**config.mk**
```make
export PLATFORM = sky130hd
export DESIGN_NAME = seq_adder
export DESIGN_NICKNAME = d
export VERILOG_FILES = /design/src/rtl/adder_pkg.sv /design/src/rtl/adder_digit.sv /design/src/rtl/seq_adder.sv
export SDC_FILE = /design/constraint.sdc
export NUM_CORES = 1
export LEC_CHECK = 0
export ABC_AREA = 1
export BUFFER_PORTS_ARGS = -buffer_cell sky130_fd_sc_hd__clkbuf_2
export CORE_MARGIN = 2
export CORE_UTILIZATION = 51
export CTS_CLUSTER_SIZE = 8
export DETAILED_ROUTE_END_ITERATION = 10
export PLACE_DENSITY_LB_ADDON = 0.2
export SETUP_SLACK_MARGIN = 0.2
export SLEW_MARGIN = 20
export SYNTH_ARGS = -nofsm -noshare
export SYNTH_HDL_FRONTEND = slang
export SYNTH_SLANG_ARGS = --single-unit
```
**constraint.sdc**
```tcl
create_clock -name i_clk -period 5.3 [get_ports i_clk]
set_input_delay 1.06 -clock i_clk [delete_from_list [all_inputs] [get_ports i_clk]]
set_output_delay 1.06 -clock i_clk [all_outputs]
set_load 0.05 [all_outputs]
```
**src/rtl/adder_pkg.sv**
```systemverilog
// ============================================================================
// adder_pkg : shared types and elaboration helpers for seq_adder
// Revision  : 1.0
// ============================================================================
`default_nettype none

package adder_pkg;

    typedef enum logic [1:0] {
        IDLE = 2'd0,
        RUN  = 2'd1,
        DONE = 2'd2
    } state_t;

    function automatic int digit_count(input int width, input int digit);
        return width / digit;
    endfunction

    // A single-step configuration still needs a one-bit counter.
    function automatic int cnt_width(input int n);
        return (n > 1) ? $clog2(n) : 1;
    endfunction

endpackage

`default_nettype wire

```
**src/rtl/adder_digit.sv**
```systemverilog
// ============================================================================
// adder_digit : combinational DIGIT-bit ripple-carry adder
// Revision    : 1.0
// ============================================================================
`default_nettype none

module adder_digit #(
    parameter int DIGIT = 8
) (
    input  logic [DIGIT-1:0] i_a,
    input  logic [DIGIT-1:0] i_b,
    input  logic             i_c_in,
    output logic [DIGIT-1:0] o_sum,
    output logic             o_c_out
);

    logic [DIGIT:0] w_c;

    assign w_c[0] = i_c_in;

    for (genvar i = 0; i < DIGIT; i++) begin : g_bit
        assign o_sum[i]  = i_a[i] ^ i_b[i] ^ w_c[i];
        assign w_c[i+1]  = (i_a[i] & i_b[i]) | (w_c[i] & (i_a[i] ^ i_b[i]));
    end

    assign o_c_out = w_c[DIGIT];

endmodule

`default_nettype wire

```
**src/rtl/seq_adder.sv**
```systemverilog
// ============================================================================
// seq_adder : digit-serial adder/subtractor, LS digit first, valid/ready I/O
// Revision  : 1.0
// ============================================================================
`default_nettype none

module seq_adder
    import adder_pkg::*;
#(
    parameter int WIDTH = 32,
    parameter int DIGIT = 8
) (
    input  logic             i_clk,
    input  logic             i_rst_n,
    input  logic             i_valid,
    output logic             o_ready,
    input  logic [WIDTH-1:0] i_a,
    input  logic [WIDTH-1:0] i_b,
    input  logic             i_sub,
    output logic             o_valid,
    input  logic             i_ready,
    output logic [WIDTH-1:0] o_sum,
    output logic             o_c_out,
    output logic             o_ovf,
    output logic             o_zero
);

    localparam int C_N  = digit_count(WIDTH, DIGIT);
    localparam int C_CW = cnt_width(C_N);
    localparam logic [C_CW-1:0] C_LAST = C_CW'(C_N - 1);

    if ((WIDTH % DIGIT) != 0) begin : g_width_check
        $error("seq_adder: WIDTH must be a multiple of DIGIT");
    end

    state_t            r_state;
    state_t            w_next;
    logic [WIDTH-1:0]  r_a;
    logic [WIDTH-1:0]  r_b;
    logic [WIDTH-1:0]  r_acc;
    logic              r_carry;
    logic [C_CW-1:0]   r_cnt;
    logic [WIDTH-1:0]  r_sum;
    logic              r_c_out;
    logic              r_ovf;
    logic              r_zero;

    logic              w_accept;
    logic              w_last;
    logic [31:0]       w_base;
    logic [DIGIT-1:0]  w_dsum;
    logic              w_dcout;
    logic [WIDTH-1:0]  w_sum_full;

    assign w_accept = i_valid && (r_state == IDLE);
    assign w_last   = (r_state == RUN) && (r_cnt == C_LAST);
    assign w_base   = 32'(r_cnt) * 32'(DIGIT);

    adder_digit #(
        .DIGIT (DIGIT)
    ) u_digit (
        .i_a     (r_a[w_base +: DIGIT]),
        .i_b     (r_b[w_base +: DIGIT]),
        .i_c_in  (r_carry),
        .o_sum   (w_dsum),
        .o_c_out (w_dcout)
    );

    // Full result as it will look after this step; flags are taken from it
    // so they see the final digit on the last RUN edge.
    always_comb begin
        w_sum_full                   = r_acc;
        w_sum_full[w_base +: DIGIT]  = w_dsum;
    end

    always_ff @(posedge i_clk or negedge i_rst_n) begin
        if (!i_rst_n) begin
            r_state <= IDLE;
        end else begin
            r_state <= w_next;
        end
    end

    always_comb begin
        w_next = r_state;
        case (r_state)
            IDLE:    if (i_valid) w_next = RUN;
            RUN:     if (r_cnt == C_LAST) w_next = DONE;
            DONE:    if (i_ready) w_next = IDLE;
            default: w_next = IDLE;
        endcase
    end

    always_comb begin
        o_ready = (r_state == IDLE);
        o_valid = (r_state == DONE);
    end

    always_ff @(posedge i_clk or negedge i_rst_n) begin
        if (!i_rst_n) begin
            r_a     <= '0;
            r_b     <= '0;
            r_acc   <= '0;
            r_carry <= 1'b0;
            r_cnt   <= '0;
            r_sum   <= '0;
            r_c_out <= 1'b0;
            r_ovf   <= 1'b0;
            r_zero  <= 1'b0;
        end else if (w_accept) begin
            r_a     <= i_a;
            r_b     <= i_sub ? ~i_b : i_b;
            r_carry <= i_sub;
            r_cnt   <= '0;
        end else if (r_state == RUN) begin
            r_acc[w_base +: DIGIT] <= w_dsum;
            r_carry                <= w_dcout;
            r_cnt                  <= r_cnt + 1'b1;
            if (w_last) begin
                r_sum   <= w_sum_full;
                r_c_out <= w_dcout;
                r_ovf   <= (r_a[WIDTH-1] == r_b[WIDTH-1]) &&
                           (w_sum_full[WIDTH-1] != r_a[WIDTH-1]);
                r_zero  <= (w_sum_full == '0);
            end
        end
    end

    assign o_sum   = r_sum;
    assign o_c_out = r_c_out;
    assign o_ovf   = r_ovf;
    assign o_zero  = r_zero;

endmodule

`default_nettype wire

```
==> run metrics <==
routed vias/inst around 5.3; MaxCap Viol Count 0; post-route cell area 0.007946 mm^2; RSZ-0062 raised after global routing false; Yosys warning count 0; final setup violation count 0; CTS tree built; Final Hold Vio Count 0; antenna violations before repair 0; Crit Path Category reg -> reg; routability cong. 0.9299; crit path cell chain buf_8 -> nand2_1 -> a32o_1 -> fa_1 -> fa_2 -> fa_2 -> fa_1 -> fa_1 -> inv_1 -> fa_1 -> inv_1 -> fa_1 -> inv_1 -> fa_1 -> nand2_1 -> nor2_1 -> a21boi_2 -> nand3_1 -> nor2_1 -> nand4_1 -> nand2_1; mapped cell area 0.006641 mm^2; CP Capture Type register; die width 118.1 um; Syn-to-layout area delta 19.65%; WL/cell between 15 and 20 um; Power per Cell Area between 700 and 800 mW/mm^2; Switching Fraction 0.4684; WP data required between 5 and 6 ns; CTS Root Buffer Type clkbuf_16; Buf/Inv on CP 4; CTS H-tree lvls 4; period utilisation layout 0.9164; Net Switching 2.791 mW; Core Footprint about 0.013 mm^2; number of global-route vias before repair roughly 5,500; min-delay worst type reg -> reg; crit start category register; nets slightly below 1,000; die area around 0.014 mm^2; Clk pwr share 0.179; Congestion Overflow GR 0; clk sinks around 140; post-DP HPWL about 12 mm; CP arrival about 5.2 ns; I/O Buffers 105; combinational share of power 0.522; Post-route DRC 0; Yosys cell types 27; placed instance count around 1,100; maximum fanout along the worst path 6; initial core utilization 0.5241; placed cell areas between 0.007 and 0.008 mm^2; clk buf depth 2; Routed Antenna Nets 0; maximum vdd drop 0.0003505 V; Worst Skew between 0.005 and 0.006 ns; register area share after synthesis 0.5124; Hold Slack approximately 0.47 ns; CP max-delay cell dfrtp_2; status completed; Clk pin slew, worst setup/hold paths roughly 0.060 ns; clk_lat worst skew 0.42 ns; FF+latch count, synth 136; Final Util 0.6271; first-pass GRT wire length between 20 and 30 mm; I/O Pins 106; register share of total power 0.299; delay-heaviest family, CP adder cells; CTS Buf Count 17; Mean Syn Cell Area 8.230 um^2; Setup TNS 0 ns; GRT Util Overall 0.2444; DP Worst Slack roughly 0.28 ns; largest net degree at the start of global routing 63; vias post-DR between 5,000 and 6,000; Slew @ Worst Pin between 0.9 and 1 ns; FP Rows just over 40; Crit path top cell by count fa_1; clock period minus worst slack between 4 and 5 ns; post-route insts no fill approximately 1,100; Syn Nets roughly 900; layout cell share with drive strength beyond 1 0.1866; drt first pass iters 5; Rel. slew slack 0.3454; PnR worst setup slack 0.4429 ns; Die H 118.1 um; Int Power roughly 3.2 mW; Mapped Cells just over 800; Power Total just under 6 mW; Largest stage delay, worst path 0.49 ns; LEAKAGE roughly 4 nW; Post-Route WL about 17 mm; antenna cells 0; Fmax 205.9 MHz; initial DRC count ~360; Max Slew Vio Count 0
==> registers in the layout, indices dropped and copies added (netlist names) <==
register / flops
o_sum: 32
r_a: 32
r_acc: 32
r_b: 32
r_cnt: 2
r_state: 2
o_c_out: 1
o_ovf: 1
o_zero: 1
r_carry: 1
==> cells in the mapped netlist, drive strengths merged <==
cell / count / area, um^2
nand4: 2 / 12.51
ha: 6 / 75.07
a21oi: 12 / 60.06
a31oi: 15 / 93.84
nand2: 320 / 1201
fa: 8 / 160.2
xnor2: 32 / 280.3
buf: 25 / 125.1
o22ai: 5 / 31.28
nand3: 25 / 125.1
o211ai: 1 / 7.510
o21a: 1 / 7.510
o31ai: 1 / 7.510
nor2: 58 / 246.5
or2: 1 / 6.260
o21ai: 83 / 415.4
clkbuf: 17 / 63.81
nand3b: 4 / 30.03
a21boi: 1 / 11.26
a32o: 12 / 120.1
dfrtp: 136 / 3403
inv: 42 / 157.7
==> worst register-to-register path: stages (launching register included) <==
cell and delay (ns):
dfrtp_2 0.49, buf_8 0.15, nand2_1 0.05, a32o_1 0.26, fa_1 0.39, fa_2 0.36
fa_2 0.36, fa_1 0.39, fa_1 0.38, inv_1 0.09, fa_1 0.17, inv_1 0.05
fa_1 0.35, inv_1 0.08, fa_1 0.45, nand2_1 0.11, nor2_1 0.06, a21boi_2 0.24
nand3_1 0.10, nor2_1 0.11, nand4_1 0.09, nand2_1 0.07
==> layout make-up <==
type / count / area (um^2)
well taps: 172 / 215.2
multi-input cells: 587 / 2899
flip-flops and latches: 136 / 3405
fillers: 1121 / 4725
inverters: 42 / 165.2
clock inverters: 2 / 12.51
repair buffers: 127 / 733.2
clock buffers: 28 / 516.7
==> cell usage in the layout (no fill, tap or decap), types with 2 or more instances in the layout <==
cell type,instances
ha_1,6
nand2_1,319
nand3_1,25
xnor2_1,32
clkbuf_2,104
nand4_1,2
dfrtp_1,135
fa_2,2
clkbuf_16,18
fa_1,6
buf_8,3
o21ai_1,37
nor2_2,2
clkbuf_1,6
buf_4,19
a32o_1,12
inv_1,31
clkbuf_8,5
a31oi_1,15
a21oi_1,12
inv_2,10
nand3b_1,4
o22ai_1,5
nor2_1,54
o21ai_0,46
==> path summary, 6_finish.rpt <==
check | endpoint | slack [ns] | from | cells after the start
worst max-delay path | o_zero | 0.44 | r_cnt[0] | 21
worst min-delay path | o_sum[14] | 0.47 | o_sum[14] | 2
worst max register to register | o_zero | 0.44 | r_cnt[0] | 21
worst min register to register | o_sum[14] | 0.47 | o_sum[14] | 2
max in group asynchronous | r_cnt[0] | 3.53 | i_rst_n | 2
min in group asynchronous | o_sum[28] | 0.67 | i_rst_n | 1
==> power by group through the flow <==
| stage | registers, mW | clock network, mW | logic (mW) |
|---|---|---|---|
| after floorplan | 2.00 | 0 | 1.84 |
| after global placement | 1.77 | 0 | 2.86 |
| after detailed placement | 1.77 | 0 | 2.93 |
| after CTS | 1.76 | 1.08 | 2.96 |
| after global routing | 1.83 | 1.13 | 3.40 |
| final | 1.78 | 1.07 | 3.11 |
==> logic make-up after synthesis <==
kind of cell,synth area share
and+or+nand+nor,0.2442
adders and majority gates,0.03542
DFF,0.5124
xor gates and xnor gates,0.04220
AOI/OAI and AO/OA,0.1136
buffers and inverters,0.05219
==> metal layers <==
layer | vias up | part of all wire | track usage | wire (um)
li1 | 2795 | - | - | -
met1 | 2728 | 0.44 | 0.3308 | 7294
met2 | 205 | 0.49 | 0.3941 | 8020
met3 | 25 | 0.056 | 0.04990 | 922
met4 | 0 | 0.018 | 0.08208 | 297
met5 | - | 0 | 0 | 0
==> timing repair <==
item | in CTS | in global routing
resized for setup | 0 | 14
endpoints found under the setup margin | 0 | 4
setup buffers | 0 | 11
hold buffers | 0 | 0
No activity file was read; power rests on OpenSTA's default activity.
